[src/rtl/ssd_pkg.sv]
// Shared definitions for the seven-segment scan controller: digit/segment
// widths, the segment word type and the hex glyph table.
package ssd_pkg;

    localparam int unsigned SEG_W   = 7;
    localparam int unsigned DIGIT_W = 4;

    // Active-high segment word, bit order {g,f,e,d,c,b,a}
    typedef logic [SEG_W-1:0] seg_t;

    localparam seg_t GLYPH [16] = '{
        7'h3F, 7'h06, 7'h5B, 7'h4F, 7'h66, 7'h6D, 7'h7D, 7'h07,
        7'h7F, 7'h67, 7'h77, 7'h7C, 7'h39, 7'h5E, 7'h79, 7'h71
    };

    // Hex nibble to segment pattern
    function automatic seg_t hex_to_seg(input logic [DIGIT_W-1:0] hex);
        return GLYPH[hex];
    endfunction

endpackage

[src/rtl/ssd_scan_timer.sv]
// Scan timebase: prescaler holding each digit for SCAN_DIV cycles, digit
// index stepping 0..NUM_DIGITS-1, and a frame tick during the wrap cycle.
// Ports:
//   clk, nrst     clock, async active-low reset
//   idx_o         current digit index
//   frame_tick_o  high for the one cycle in which the index wraps to 0
module ssd_scan_timer #(
    parameter int unsigned NUM_DIGITS = 4,
    parameter int unsigned SCAN_DIV   = 1000,
    parameter int unsigned IDX_W      = (NUM_DIGITS > 1) ? $clog2(NUM_DIGITS) : 1
) (
    input  logic             clk,
    input  logic             nrst,
    output logic [IDX_W-1:0] idx_o,
    output logic             frame_tick_o
);

    localparam int unsigned CNT_W = (SCAN_DIV > 1) ? $clog2(SCAN_DIV) : 1;

    logic [CNT_W-1:0] cnt_q, cnt_d;
    logic [IDX_W-1:0] idx_q, idx_d;
    logic             tick_q, tick_d;
    logic             cnt_last, idx_last;

    // Next-state; tick is a lookahead so the registered pulse lands on the wrap cycle
    always_comb begin
        cnt_last = (cnt_q == CNT_W'(SCAN_DIV - 1));
        idx_last = (idx_q == IDX_W'(NUM_DIGITS - 1));
        cnt_d    = cnt_q;
        idx_d    = idx_q;
        if (cnt_last) begin
            cnt_d = '0;
            idx_d = idx_last ? '0 : idx_q + IDX_W'(1);
        end else begin
            cnt_d = cnt_q + CNT_W'(1);
        end
        tick_d = (cnt_d == CNT_W'(SCAN_DIV - 1)) && (idx_d == IDX_W'(NUM_DIGITS - 1));
    end

    always_ff @(posedge clk or negedge nrst) begin
        if (!nrst) begin
            cnt_q  <= '0;
            idx_q  <= '0;
            tick_q <= 1'b0;
        end else begin
            cnt_q  <= cnt_d;
            idx_q  <= idx_d;
            tick_q <= tick_d;
        end
    end

    assign idx_o        = idx_q;
    assign frame_tick_o = tick_q;

endmodule

[src/rtl/ssd_scan_ctrl.sv]
// Multiplexed N-digit seven-segment display controller with double-buffered
// value/enable/leading-zero-blank settings committed only at frame wrap.
// Optional blink support under macro SSD_SCAN_BLINK_EN (adds blink_mask input
// and BLINK_FRAMES parameter).
// Ports:
//   clk, nrst    clock, async active-low reset
//   load         capture value/digit_en/lzb_en (and blink_mask) into pending buffer
//   value        packed hex digits, [3:0] = digit 0
//   digit_en     per-digit enable
//   lzb_en       leading-zero blanking enable
//   seg_out      registered segments {g,f,e,d,c,b,a}
//   dig_sel      registered one-hot digit select
//   frame_tick   pulse on the wrap cycle
//   pending      pending buffer holds uncommitted data
module ssd_scan_ctrl
    import ssd_pkg::*;
#(
    parameter int unsigned NUM_DIGITS   = 4,
    parameter int unsigned SCAN_DIV     = 1000
`ifdef SSD_SCAN_BLINK_EN
   ,parameter int unsigned BLINK_FRAMES = 64
`endif
) (
    input  logic                          clk,
    input  logic                          nrst,
    input  logic                          load,
    input  logic [DIGIT_W*NUM_DIGITS-1:0] value,
    input  logic [NUM_DIGITS-1:0]         digit_en,
    input  logic                          lzb_en,
`ifdef SSD_SCAN_BLINK_EN
    input  logic [NUM_DIGITS-1:0]         blink_mask,
`endif
    output logic [SEG_W-1:0]              seg_out,
    output logic [NUM_DIGITS-1:0]         dig_sel,
    output logic                          frame_tick,
    output logic                          pending
);

    localparam int unsigned IDX_W = (NUM_DIGITS > 1) ? $clog2(NUM_DIGITS) : 1;
    localparam int unsigned VAL_W = DIGIT_W * NUM_DIGITS;

    logic [IDX_W-1:0] idx;
    logic             tick;

    ssd_scan_timer #(
        .NUM_DIGITS (NUM_DIGITS),
        .SCAN_DIV   (SCAN_DIV),
        .IDX_W      (IDX_W)
    ) u_timer (
        .clk          (clk),
        .nrst         (nrst),
        .idx_o        (idx),
        .frame_tick_o (tick)
    );

    logic [VAL_W-1:0]      pend_val_q, pend_val_d, act_val_q, act_val_d;
    logic [NUM_DIGITS-1:0] pend_en_q,  pend_en_d,  act_en_q,  act_en_d;
    logic                  pend_lzb_q, pend_lzb_d, act_lzb_q, act_lzb_d;
    logic                  pending_q,  pending_d;
    seg_t                  seg_q,      seg_d;
    logic [NUM_DIGITS-1:0] dig_q,      dig_d;

    logic [DIGIT_W-1:0]    cur_digit;
    logic                  cur_en;
    logic                  lead_zero;
    logic                  blank;

`ifdef SSD_SCAN_BLINK_EN
    localparam int unsigned FCNT_W = (BLINK_FRAMES > 1) ? $clog2(BLINK_FRAMES) : 1;

    logic [NUM_DIGITS-1:0] pend_mask_q, pend_mask_d, act_mask_q, act_mask_d;
    logic [FCNT_W-1:0]     fcnt_q, fcnt_d;
    logic                  blink_on_q, blink_on_d;
    logic                  cur_mask;
`endif

    // Double buffer: wrap commits old pending data before a same-cycle load re-arms it
    always_comb begin
        pend_val_d = pend_val_q;
        pend_en_d  = pend_en_q;
        pend_lzb_d = pend_lzb_q;
        act_val_d  = act_val_q;
        act_en_d   = act_en_q;
        act_lzb_d  = act_lzb_q;
        pending_d  = pending_q;
        if (tick && pending_q) begin
            act_val_d = pend_val_q;
            act_en_d  = pend_en_q;
            act_lzb_d = pend_lzb_q;
        end
        if (load) begin
            pend_val_d = value;
            pend_en_d  = digit_en;
            pend_lzb_d = lzb_en;
            pending_d  = 1'b1;
        end else if (tick) begin
            pending_d  = 1'b0;
        end
    end

`ifdef SSD_SCAN_BLINK_EN
    // Blink phase flips every BLINK_FRAMES frame ticks
    always_comb begin
        pend_mask_d = pend_mask_q;
        act_mask_d  = act_mask_q;
        fcnt_d      = fcnt_q;
        blink_on_d  = blink_on_q;
        if (tick && pending_q) begin
            act_mask_d = pend_mask_q;
        end
        if (load) begin
            pend_mask_d = blink_mask;
        end
        if (tick) begin
            if (fcnt_q == FCNT_W'(BLINK_FRAMES - 1)) begin
                fcnt_d     = '0;
                blink_on_d = ~blink_on_q;
            end else begin
                fcnt_d     = fcnt_q + FCNT_W'(1);
            end
        end
    end
`endif

    // Digit selection and blanking for the current scan slot
    always_comb begin
        cur_digit = '0;
        cur_en    = 1'b0;
        lead_zero = 1'b1;
`ifdef SSD_SCAN_BLINK_EN
        cur_mask  = 1'b0;
`endif
        for (int i = 0; i < NUM_DIGITS; i++) begin
            // lead_zero: this digit and every more-significant digit are zero
            if (IDX_W'(i) >= idx && act_val_q[i*DIGIT_W +: DIGIT_W] != '0) begin
                lead_zero = 1'b0;
            end
            if (IDX_W'(i) == idx) begin
                cur_digit = act_val_q[i*DIGIT_W +: DIGIT_W];
                cur_en    = act_en_q[i];
`ifdef SSD_SCAN_BLINK_EN
                cur_mask  = act_mask_q[i];
`endif
            end
        end
        blank = !cur_en || (act_lzb_q && lead_zero && (idx != '0));
`ifdef SSD_SCAN_BLINK_EN
        blank = blank || (!blink_on_q && cur_mask);
`endif
        seg_d = blank ? '0 : hex_to_seg(cur_digit);
        dig_d = blank ? '0 : NUM_DIGITS'(1) << idx;
    end

    always_ff @(posedge clk or negedge nrst) begin
        if (!nrst) begin
            pend_val_q <= '0;
            pend_en_q  <= '0;
            pend_lzb_q <= 1'b0;
            act_val_q  <= '0;
            act_en_q   <= '0;
            act_lzb_q  <= 1'b0;
            pending_q  <= 1'b0;
            seg_q      <= '0;
            dig_q      <= '0;
        end else begin
            pend_val_q <= pend_val_d;
            pend_en_q  <= pend_en_d;
            pend_lzb_q <= pend_lzb_d;
            act_val_q  <= act_val_d;
            act_en_q   <= act_en_d;
            act_lzb_q  <= act_lzb_d;
            pending_q  <= pending_d;
            seg_q      <= seg_d;
            dig_q      <= dig_d;
        end
    end

`ifdef SSD_SCAN_BLINK_EN
    always_ff @(posedge clk or negedge nrst) begin
        if (!nrst) begin
            pend_mask_q <= '0;
            act_mask_q  <= '0;
            fcnt_q      <= '0;
            blink_on_q  <= 1'b1;
        end else begin
            pend_mask_q <= pend_mask_d;
            act_mask_q  <= act_mask_d;
            fcnt_q      <= fcnt_d;
            blink_on_q  <= blink_on_d;
        end
    end
`endif

    assign seg_out    = seg_q;
    assign dig_sel    = dig_q;
    assign frame_tick = tick;
    assign pending    = pending_q;

endmodule
[config.mk]
export PLATFORM = sky130hd
export DESIGN_NAME = ssd_scan_ctrl
export DESIGN_NICKNAME = d
export VERILOG_FILES = /design/src/rtl/ssd_pkg.sv /design/src/rtl/ssd_scan_timer.sv /design/src/rtl/ssd_scan_ctrl.sv
export SDC_FILE = /design/constraint.sdc
export NUM_CORES = 1
export LEC_CHECK = 0
export BUFFER_PORTS_ARGS = -buffer_cell sky130_fd_sc_hd__buf_2
export CAP_MARGIN = 15
export CORE_MARGIN = 3
export CORE_UTILIZATION = 30
export CTS_BUF_LIST = sky130_fd_sc_hd__clkbuf_2
export DETAILED_ROUTE_END_ITERATION = 7
export GPL_ROUTABILITY_DRIVEN = 0
export PLACE_DENSITY = 0.56
export SYNTH_ARGS = -nofsm -noshare
export SYNTH_HDL_FRONTEND = slang
export SYNTH_SLANG_ARGS = --single-unit
[constraint.sdc]
create_clock -name clk -period 4.97 [get_ports clk]
set_clock_uncertainty 0.2 [all_clocks]
set_input_delay 0.994 -clock clk [delete_from_list [all_inputs] [get_ports clk]]
set_output_delay 0.994 -clock clk [all_outputs]
set_load 0.005 [all_outputs]
==> flow_summary.toml <==
[outcome]
status = "completed"

[timing]
max_freq_mhz = 327
grt_setup_unrepaired = "no"
min_period_over_period_pct = 61.5
period_needed_ns = 3.06
worst_pin_slew_ns = 0.924
slew_headroom_pct = 38.4
setup_viol = 0
hold_viol = 0
drv_slew = 0
tns_ns = 0
whs_ns = 0.325

[detailed_routing]
firstDrtPassIters = 6
routed_wl_mm = 5.98
viasPerCell = 4.66
post_drt_wl_per_cell_um = 13.7
dr.first_iter.drc_count = 97
vias = 2032
ant_nets = 0
route.detailed.drc = 0

[clock_tree]
post-cts-setup-buffer-count = 0
insertion_delay_ns = 0.50
clockBufferDepth = 2
cts_tree = "built"
path_clk_slew_ns = 0.18
hold_buffers = 0
numCtsBuffers = 9
ctsHtreeMaxLevel = 3
cts-root-buf = "clkbuf_2"
cts_resized = 0
cts.sinks = 67

[floorplan]
num_rows = 36
core_mm2 = 0.0100
start_util_pct = 31.6
ios = 37
dieWidth_um = 109
die_area_mm2 = 0.0118
fp.dieH_um = 109

[pwr]
power_density_mw_per_mm2 = 269
ir_drop_mv = 0.0928
power_leakage_uw = 0.00174

[critical_path]
cp_max_fo = 11
cp_cell_sequence = "inv_1 > ha_1 > a21oi_1 > o21ai_0 > a22oi_1 > inv_1 > ha_1 > mux2_1 > nor2_1 > o41a_1"
startpoint_type = "register"
critPathTopFamily = "compound AO/OA/AOI/OAI gates"
cp.buffers_inverters = 2
critPathRequiredTime_ns = 5.16
end_kind = "register"
critPathSlowestCell = "dfrtp_1"
critPathKind = "register to register"
cp_slowest_stage_delay_ns = 0.46
critPathArrivalTime_ns = 3.25

[finish]
final_net_count = 335
drive_gt1_share_pct = 35.3
syn2layout_area_growth_pct = 13.7
diodes = 0
finalNonFillerCells = 436

[grt]
grt_pass1_vias = 2086
grtUsageTotal_pct = 11.2
grt_pass1_wl_mm = 10.2
antenna_found_initial = 0
overflow = 0
grt_max_degree = 43

[synth]
netlist_instances = 259
async_reset_ff_share_pct = 100
yosys_warnings = 0
synth_edf_count = 0
yosys_register_bits = 67
yosysSeqAreaShare_pct = 53.0
synthesis.nets = 295
synthesis.area_mm2 = 0.00316
netlist.area_leader.share_pct = 53.0
synth_top_cell_by_area = "dfrtp_1"
synth_cell_type_count = 50
yosys_most_used_dff = "dfrtp_1"
ys_top_cells_by_area = "dfrtp_1 53%, mux2_2 15%, ha_1 4.7%, nand2_1 2.0%, o21ai_0 1.6%"
avgSynthCellArea_um2 = 12.2

[placed_design]
dp.final_hpwl_mm = 4.37
dpl.cell_count = 421
portBuffers = 36

[job]
cap_viol_max_count = 0

[min_path]
hp-class = "register to register"
## synthesized netlist by cell type, drive strengths merged, types with 2 or more instances
| library cell | number |
|---|---|
| o211a | 2 |
| nand3 | 7 |
| mux2 | 43 |
| dfrtp | 67 |
| a21o | 3 |
| o21ai | 10 |
| mux2i | 3 |
| inv | 11 |
| nor3 | 3 |
| nor2 | 14 |
| nand3b | 4 |
| nor4 | 4 |
| o21a | 2 |
| and3 | 2 |
| a22oi | 2 |
| xor2 | 4 |
| ha | 12 |
| nand2b | 2 |
| nor3b | 2 |
| buf | 6 |
| clkbuf | 2 |
| a211oi | 6 |
| and2 | 5 |
| nand2 | 17 |
| a21oi | 10 |
## through the flow
stage          power [µW]  util, %  instance area (µm²)  worst slack (ns)
2_1_floorplan         598        -                 3160              2.24
3_3_place_gp          624     34.7                 3470              2.09
3_5_place_dp          626     34.7                 3470              1.93
4_1_cts               985     36.0                 3600              1.92
5_1_grt              1010     36.0                 3600              1.65
6_report              969     36.0                 3600              1.91
## power breakdown
group / switching (µW) / total [µW] / internal, µW
Sequential: 9.49 / 572 / 562
Clock: 191 / 355 / 164
Combinational: 19.7 / 41.6 / 21.9
Total: 220 / 969 / 749
## state kept, by name (all words and copies together), names as in the netlist
name / count
seg_out: 7
dig_sel: 4
act_lzb_q: 1
pend_lzb_q: 1
act_en_q: 4
u_timer.idx_o: 2
u_timer.frame_tick_o: 1
pend_en_q: 4
pend_val_q: 16
pending: 1
u_timer.cnt_q: 10
act_val_q: 16
## cell usage in the layout (no fill, tap or decap), types with 3 or more instances in the layout
cell and n:
inv_1 11, nor2_1 12, a21o_1 3, o21ai_0 10, mux2i_1 3, nand3_1 7
and2_1 5, nor4_1 4, dfrtp_1 67, buf_2 36, nand3b_1 3, nor3_1 3
clkbuf_2 10, ha_1 12, a21oi_1 9, xor2_1 4, a211oi_1 3, mux2_2 42
nand2_1 17
## cell families after synthesis
| group | synth area share [%] |
|---|---|
| xor gates and xnor gates | 1.38 |
| AOI/OAI and AO/OA | 10.1 |
| buffers and inverters | 2.89 |
| adders and majority gates | 4.74 |
| muxes | 16.3 |
| and+or+nand+nor | 11.6 |
| DFF | 53.0 |
## routing by layer
layer  global-route usage, %  vias to the layer above  routed length, µm
met5                       0                        -                  0
met4                    5.23                        0                106
met3                    3.26                        9                244
met2                    17.9                       27               2870
met1                    14.0                     1003               2760
li1                        -                      993                  -
## path summary, 6_finish.rpt
path | start | to | slack (ns) | depth (start not counted)
worst max-delay path | u_timer.idx_o[0]$_DFF_PN0_ | seg_out[3]$_DFF_PN0_ | 1.91 | 10
worst min-delay path | pend_val_q[11]$_DFFE_PN0P_ | act_val_q[11]$_DFFE_PN0P_ | 0.32 | 1
worst max register to register | u_timer.idx_o[0]$_DFF_PN0_ | seg_out[3]$_DFF_PN0_ | 1.91 | 10
worst min register to register | pend_val_q[11]$_DFFE_PN0P_ | act_val_q[11]$_DFFE_PN0P_ | 0.32 | 1
max in group asynchronous | nrst | pend_val_q[6]$_DFFE_PN0P_ | 3.27 | 2
min in group asynchronous | nrst | u_timer.cnt_q[7]$_DFF_PN0_ | 0.40 | 1
## final cells by class
class	count	area (µm²)
fill	998	6400
tap	133	166
clock inverter	5	78.8
inverter	11	41.3
sequential	67	1680
multi-input combinational	173	1400
timing repair buffer	37	188
clock buffer	10	50.0
(Power assumes the default switching activity.)
